===== config.mk =====
export PLATFORM = sky130hd
export DESIGN_NAME = multicycle_control
export DESIGN_NICKNAME = d
export VERILOG_FILES = /design/src/rtl/multicycle_control.sv
export SDC_FILE = /design/constraint.sdc
export NUM_CORES = 1
export LEC_CHECK = 0
export CORE_MARGIN = 5
export CORE_UTILIZATION = 45
export CTS_BUF_LIST = sky130_fd_sc_hd__clkbuf_8
export CTS_CLUSTER_SIZE = 20
export DETAILED_ROUTE_END_ITERATION = 10
export GPL_ROUTABILITY_DRIVEN = 0
export PLACE_DENSITY = 0.82
export SLEW_MARGIN = 20
export SYNTH_ARGS = -nofsm -noshare
export SYNTH_HDL_FRONTEND = slang
export SYNTH_SLANG_ARGS = --single-unit

===== constraint.sdc =====
create_clock -name CLK -period 2.5 [get_ports CLK]
set_input_delay 0.375 -clock CLK [delete_from_list [all_inputs] [get_ports CLK]]
set_output_delay 0.375 -clock CLK [all_outputs]
set_load 0.02 [all_outputs]

===== src/rtl/multicycle_control.sv =====
// Multi-cycle sequencer for the MIPS-subset datapath: IF/ID/EXE/MEM/WB (+HALT).
// Latency: 2..5 cycles per instruction plus one cycle per MEM wait; control outputs are combinational.
// Backpressure: holds MEM with MemRead/MemWrite asserted until mem_ready; halts on an illegal opcode.
module multicycle_control #(
    parameter int CNT_W = 32
) (
    input  logic             CLK,
    input  logic             reset,
    input  logic [5:0]       OP,
    input  logic [5:0]       func,
    input  logic             mem_ready,
    output logic             IRWrite,
    output logic             PCWrite,
    output logic             Branch,
    output logic             Jump,
    output logic             RegWrite,
    output logic             RegDst,
    output logic             ALUSrc,
    output logic             ExtSel,
    output logic [2:0]       ALUOp,
    output logic             MemRead,
    output logic             MemWrite,
    output logic             MemToReg,
    output logic [2:0]       state,
    output logic             halted,
    output logic [CNT_W-1:0] instr_count
);

    typedef enum logic [2:0] {
        S_IF   = 3'd0,
        S_ID   = 3'd1,
        S_EXE  = 3'd2,
        S_MEM  = 3'd3,
        S_WB   = 3'd4,
        S_HALT = 3'd7
    } state_t;

    typedef enum logic [3:0] {
        C_NOP, C_R, C_ADDIU, C_ORI, C_LW, C_SW, C_BEQ, C_J, C_ILL
    } cls_t;

    localparam logic [2:0] ALU_ADD = 3'b000;
    localparam logic [2:0] ALU_SUB = 3'b001;
    localparam logic [2:0] ALU_AND = 3'b010;
    localparam logic [2:0] ALU_OR  = 3'b011;
    localparam logic [2:0] ALU_SLT = 3'b100;

    state_t           state_q;
    cls_t             cls_q;
    logic [2:0]       rop_q;
    logic             halted_q;
    logic [CNT_W-1:0] cnt_q;

    cls_t             dec_cls;
    logic [2:0]       dec_rop;

    // Decode the live instruction fields; only consumed while in ID.
    always_comb begin
        dec_cls = C_ILL;
        dec_rop = ALU_ADD;
        case (OP)
            6'h00: begin
                case (func)
                    6'h00:        dec_cls = C_NOP;
                    6'h20, 6'h21: begin dec_cls = C_R; dec_rop = ALU_ADD; end
                    6'h22, 6'h23: begin dec_cls = C_R; dec_rop = ALU_SUB; end
                    6'h24:        begin dec_cls = C_R; dec_rop = ALU_AND; end
                    6'h25:        begin dec_cls = C_R; dec_rop = ALU_OR;  end
                    6'h2A:        begin dec_cls = C_R; dec_rop = ALU_SLT; end
                    default:      dec_cls = C_ILL;
                endcase
            end
            6'h09:   dec_cls = C_ADDIU;
            6'h0D:   dec_cls = C_ORI;
            6'h23:   dec_cls = C_LW;
            6'h2B:   dec_cls = C_SW;
            6'h04:   dec_cls = C_BEQ;
            6'h02:   dec_cls = C_J;
            default: dec_cls = C_ILL;
        endcase
    end

    // Sequencer state, latched instruction class, sticky halt flag and retire counter.
    always_ff @(posedge CLK) begin
        if (reset) begin
            state_q  <= S_IF;
            cls_q    <= C_NOP;
            rop_q    <= ALU_ADD;
            halted_q <= 1'b0;
            cnt_q    <= '0;
        end else begin
            if (PCWrite) begin
                cnt_q <= cnt_q + CNT_W'(1);
            end
            case (state_q)
                S_IF: state_q <= S_ID;
                S_ID: begin
                    cls_q <= dec_cls;
                    rop_q <= dec_rop;
                    case (dec_cls)
                        C_J, C_NOP: state_q <= S_IF;
                        C_ILL: begin
                            state_q  <= S_HALT;
                            halted_q <= 1'b1;
                        end
                        default:    state_q <= S_EXE;
                    endcase
                end
                S_EXE: begin
                    case (cls_q)
                        C_BEQ:      state_q <= S_IF;
                        C_LW, C_SW: state_q <= S_MEM;
                        default:    state_q <= S_WB;
                    endcase
                end
                S_MEM: begin
                    if (mem_ready) begin
                        state_q <= (cls_q == C_LW) ? S_WB : S_IF;
                    end
                end
                S_WB:    state_q <= S_IF;
                S_HALT:  state_q <= S_HALT;
                default: state_q <= S_IF;
            endcase
        end
    end

    // Per-state datapath controls; everything is forced low while reset is held.
    always_comb begin
        IRWrite  = 1'b0;
        PCWrite  = 1'b0;
        Branch   = 1'b0;
        Jump     = 1'b0;
        RegWrite = 1'b0;
        RegDst   = 1'b0;
        ALUSrc   = 1'b0;
        ExtSel   = 1'b0;
        ALUOp    = ALU_ADD;
        MemRead  = 1'b0;
        MemWrite = 1'b0;
        MemToReg = 1'b0;
        if (!reset) begin
            case (state_q)
                S_IF: IRWrite = 1'b1;
                S_ID: begin
                    if (dec_cls == C_J) begin
                        Jump    = 1'b1;
                        PCWrite = 1'b1;
                    end else if (dec_cls == C_NOP) begin
                        PCWrite = 1'b1;
                    end
                end
                S_EXE: begin
                    case (cls_q)
                        C_R:     ALUOp = rop_q;
                        C_ADDIU: begin ALUSrc = 1'b1; ExtSel = 1'b1; ALUOp = ALU_ADD; end
                        C_ORI:   begin ALUSrc = 1'b1; ALUOp = ALU_OR; end
                        C_LW, C_SW: begin ALUSrc = 1'b1; ExtSel = 1'b1; ALUOp = ALU_ADD; end
                        C_BEQ: begin
                            ALUOp   = ALU_SUB;
                            Branch  = 1'b1;
                            PCWrite = 1'b1;
                        end
                        default: ALUOp = ALU_ADD;
                    endcase
                end
                S_MEM: begin
                    // Keep the address computation stable for the whole access.
                    ALUSrc   = 1'b1;
                    ExtSel   = 1'b1;
                    ALUOp    = ALU_ADD;
                    MemRead  = (cls_q == C_LW);
                    MemWrite = (cls_q == C_SW);
                    PCWrite  = (cls_q == C_SW) && mem_ready;
                end
                S_WB: begin
                    RegWrite = 1'b1;
                    PCWrite  = 1'b1;
                    RegDst   = (cls_q == C_R);
                    MemToReg = (cls_q == C_LW);
                end
                default: ;
            endcase
        end
    end

    assign state       = state_q;
    assign halted      = halted_q;
    assign instr_count = cnt_q;

endmodule

Yosys cells after proc, flatten, opt, wreduce, memory -nomap -nowiden
Index checks and enable logic that the tools add are counted.
- add/subtract/negate cells: 1
- eq/ne operators: 27
- muxes and demuxes: 40
- reduce and logical (&&, ||, !) cells: 12
- operator list (cell ; number):
    6-bit equality test, second input constant ; 9
    32-bit by 1-bit adder with 32-bit output, second input constant ; 1
    4-bit case mux with 7 select lines ; 1
    1-bit 2-to-1 mux ; 25
    4-bit by 3-bit equality test with 1-bit output, second input constant ; 4
    3-bit 2-to-1 mux ; 5
    3-bit case mux with 5 select lines ; 1
    6-bit by 4-bit equality test with 1-bit output, second input constant ; 2
    6-bit zero test ; 2
    3-bit case mux with 2 select lines ; 2
    3-bit case mux with 4 select lines ; 1
    3-bit case mux with 3 select lines ; 1
    4-bit by 2-bit equality test with 1-bit output, second input constant ; 2
    4-bit case mux with 2 select lines ; 1
    7-bit OR reduction ; 1
    3-bit by 2-bit equality test with 1-bit output, second input constant ; 2
    3-bit equality test, second input constant ; 2
    6-bit by 2-bit equality test with 1-bit output, second input constant ; 1
    6-bit by 3-bit equality test with 1-bit output, second input constant ; 1
    2-bit OR reduction ; 3
    4-bit by 1-bit equality test with 1-bit output, second input constant ; 1
    4-bit equality test, second input constant ; 1
    4-bit zero test ; 1
    1-bit case mux with 2 select lines ; 2
    8 further kinds ; 8
- register bits: 43
- output and inout bits: 50
- logic and storage cells: 85

Longest topological paths before layout
- depth after elaboration: 9
- depth in mapped cells: 9
- depth with buffers taken out: 6

Worst setup path after synthesis
No wires, ideal clock.
- path kind: input to output
- start point: in OP[3]
- end point: out PCWrite
- data arrival time: 2472 ps
- required time: 2125 ps
- setup slack: -347 ps
- cell stages on the path: 8
- path through: buf_2 or3_4 or3_4 o221a_1 buf_6 buf_2 clkbuf_1 nor3_1
- word-level cells in the longest chain between the ends: 7
- RTL lines (item ; line ; text):
    from (decl) ; 9 ; input logic [5:0] OP,
    6-bit by 2-bit equality test with 1-bit output, or another cell as far along ; 61 ; case (OP)
    4-bit case mux with 7 select lines (*) ; 61 ;
    4-bit zero test ; 149 ; end else if (dec_cls == C_NOP) begin
    1-bit 2-to-1 mux ; 149 ;
    1-bit 2-to-1 mux (*) ; 146 ; if (dec_cls == C_J) begin
    1-bit case mux with 4 select lines (*) ; 143 ; case (state_q)
    1-bit 2-to-1 mux (*) ; 142 ; if (!reset) begin
    to (decl) ; 13 ; output logic PCWrite,
Mark *: on every way between the ends. The rest lies on a longest branch, timed or not.

Final worst setup path
- start point: reg cls_q[0]
- end point: out ExtSel
- word-level cells in the longest chain between the ends: 5
- RTL lines (item ; line ; text):
    from (decl) ; 49 ; cls_t cls_q;
    from (signal assigned) ; 98 ; cls_q <= dec_cls;
    4-bit by 3-bit equality test with 1-bit output / 4-bit by 2-bit equality test with 1-bit output (equally long branches) ; 154 ; case (cls_q)
    3-bit OR reduction (no source line) (*) ; - ;
    1-bit 2-to-1 mux (*) ; 154 ;
    1-bit case mux with 2 select lines (*) ; 143 ;
    1-bit 2-to-1 mux (*) ; 142 ;
    to (decl) ; 19 ; output logic ExtSel,
Marked as above.

==> results.txt <==
Clk pwr share = 19.3%
P_sw = 923 µW
Ys async rst share = 0%
Top-count cell post-synth = a21oi_1
Die area = 0.00756 mm²
CTS clk-pin slew, worst paths = 0.08 ns
Period utilisation layout = 95.8%
Post-DP HPWL = 5.34 mm
Switching portion of total power = 40.8%
CP bufs+invs = 1
Setup WS post-layout = 0.106 ns
Reg2reg start = state[1]
TritonCTS buffer count = 5
Post-synth EDFFs = 0
RSZ-0062 raised after global routing = no
Synth Instances = 344
Reg-to-reg critical path endpoint = instr_count[6]
Most common flop cell mapped by yosys = dfxtp_1
Hold Startpoint = rop_q[1]
Syn_nets = 360
Worst Path Arrival = 2.02 ns
R2r setup slk = 0.16 ns
CP startpoint = cls_q[0]
CP Capture Type = primary output
Post-DRT Antenna Nets = 0
# fillers = 511
Avg Inst Size Synth = 7.74 µm²
CP delay by family, top = buffers and inverters
Util after Layout = 63.7%
Routed WL per cell = 15.6 µm
Via count = 3003
Post-Syn Area = 0.00266 mm²
Top cell type by total area after synthesis = dfxtp_1
Initial core utilization = 45.5%
DR vias/cell = 6.05
Hold WS = 0.470 ns
Drt drc = 0
VDD IR max = 0.379 mV
1st-iter DRT viols = 136
CORE AREA = 0.00585 mm²
H-tree lvl count = 2
Max-cap viol count = 0
Final #Nets = 436
Leakage = 1.28 nW
Hold_buf cts = 0
Combinational power share = 45.9%
Grt total ovfl = 0
WL final = 7.72 mm
Port bufs = 64
CTS tree = done
Area Growth Syn to Fin = 39.9%
Reg area = 862 µm²
Multi-input logic area = 0.00170 mm²
Final max-slew violation count = 0
Fmax = 0.418 GHz
Netlist cell types = 48
Int Power = 1.34 mW
Core Rows = 28
Antenna fix cells = 0
Place WS = -0.544 ns
Total Power = 2.26 mW
Worst path max stage delay = 0.61 ns
Synth cell count leaders = a21oi_1, dfxtp_1, o31ai_1, or4_1, clkbuf_1
Critical path endpoint = ExtSel
Vias in the first global route = 2753
Die width = 86.9 µm
Largest net degree at the start of global routing = 51
Cell Chain, Critical Path = nand2b_1, mux2_2, nor2_1, o21a_1, clkdlybuf4s50_1
First-pass GRT wire length = 12.8 mm
Rel. slew slack = 48.5%
Initial antenna violation count = 0
WHS Path Cells = 2
FF-to-FF path depth = 8
Final hold violations = 0
Hold crit path type = reg -> reg
WS Path Type = reg -> out
Status = finished, final reports clean
Die height = 86.9 µm
# IOs = 65
Final min period = 2.39 ns
Post-synth top area share = 32.3%
Total Routing Usage GR = 20.6%
Power per cell area = 607 mW/mm²
Seq/Total Area, Yosys = 32.3%
Post-synthesis register bit count = 43
Synth warnings = 0
Worst-skew pair later-pin latency = 0.30 ns
Critical Path Source Type = register
Share of layout cells above drive strength 1 = 14.7%
Drt first pass iters = 4
Seq pwr share = 34.8%
Worst Tran Pin Value = 0.771 ns
Worst clock skew = 0.0115 ns
CP max-delay cell = clkdlybuf4s50_1
Largest cells by area after synthesis = dfxtp_1, a21oi_1, o31ai_1
CTS sink cnt = 43
Root Driver = clkbuf_8
Worst endpoint required time = 2.12 ns
WP depth = 5
CTS max path bufs = 2
CP Max Fanout = 8
Final setup violation count = 0
-- metrics by stage --
step | instances | cell area [µm²] | TNS, ns
final | 496 | 3720 | 0
after global routing | 496 | 3720 | 0
after CTS | 496 | 3690 | -0.0521
after detailed placement | 486 | 3540 | -15.07
after global placement | 486 | 3540 | -13.42
after floorplan | 344 | 2690 | -0.0666
-- cell type report --
cell class,count,area share [%]
multi-input combinational,263,45.6
tap,75,2.52
sequential,43,23.1
inverter,7,0.705
clock inverter,3,0.437
timing repair buffer,100,25.8
clock buffer,5,1.85
-- worst min-delay path, stage by stage (launching register included) --
cell,delay (ns)
dfxtp_1,0.32
nand2_1,0.05
a21oi_1,0.05
-- power by group through the flow --
| stage | combinational, mW | clock, mW | sequential, mW |
|---|---|---|---|
| floorplan | 0.603 | 0 | 0.807 |
| global placement | 0.908 | 0 | 0.798 |
| detailed placement | 0.935 | 0 | 0.799 |
| CTS | 1.03 | 0.438 | 0.786 |
| global route | 1.13 | 0.466 | 0.796 |
| finish | 1.04 | 0.436 | 0.788 |
-- logic make-up (layout without fill, tap and decap cells) --
| group | after synthesis | after routing | synth area share [%] |
|---|---|---|---|
| compound gates | 104 | 104 | 25.0 |
| xor+xnor | 2 | 2 | 0.658 |
| fa+ha+maj | 1 | 1 | 0.470 |
| buf+inv | 38 | 115 | 6.30 |
| flops | 43 | 43 | 32.3 |
| mux | 1 | 1 | 0.423 |
| simple gates | 155 | 155 | 34.8 |
-- worst min-delay path by stage --
stage	end	slack [ns]
3_5_place_dp	rop_q[1]	0.45
2_1_floorplan	rop_q[2]	0.43
5_1_grt	rop_q[1]	0.50
4_1_cts	rop_q[1]	0.47
3_3_place_gp	rop_q[0]	0.46
6_report	rop_q[1]	0.47
-- repair_timing --
action / 4_1_cts / 5_1_grt
setup endpoints to repair: 38 / 26
gates cloned: 1 / 0
resized for setup: 25 / 9
buffers inserted: 1 / 0
endpoints found under the hold margin: 0 / 0
pin swaps: 5 / 4
-- flip-flops by register name, indices dropped and copies added, names as in the netlist --
name,count
state,3
rop_q,3
halted,1
cls_q,4
instr_count,32
-- metal layers --
layer | global-route usage, % | vias to the layer above | wire length (µm)
met5 | 0 | - | 0
met4 | 5.38 | 0 | 82
met3 | 3.22 | 7 | 359
met2 | 36.2 | 76 | 3890
met1 | 26.1 | 1427 | 3390
li1 | - | 1493 | -
-- cells in the final DEF (no fill, tap or decap), types with 3 or more instances in the layout --
cell	Yosys	final
nor4_2	1	3
o31ai_1	30	29
nand4_1	13	13
nor2_1	17	17
dfxtp_1	43	42
a31oi_1	3	3
buf_4	0	33
a21oi_1	45	45
nand2b_1	10	10
clkbuf_8	0	5
or3_1	3	3
dlymetal6s2s_1	0	6
nor4_1	5	3
o21ai_0	5	5
o21a_1	4	4
or4_1	30	30
clkdlybuf4s50_1	0	50
a211oi_1	3	3
inv_1	7	8
nand3b_1	3	3
and4_1	4	4
nand2_1	19	19
dlygate4sd2_1	0	6
and3_1	7	7
nor3_1	13	10
nand3_1	17	17
Power figures use the tool's default switching activity.
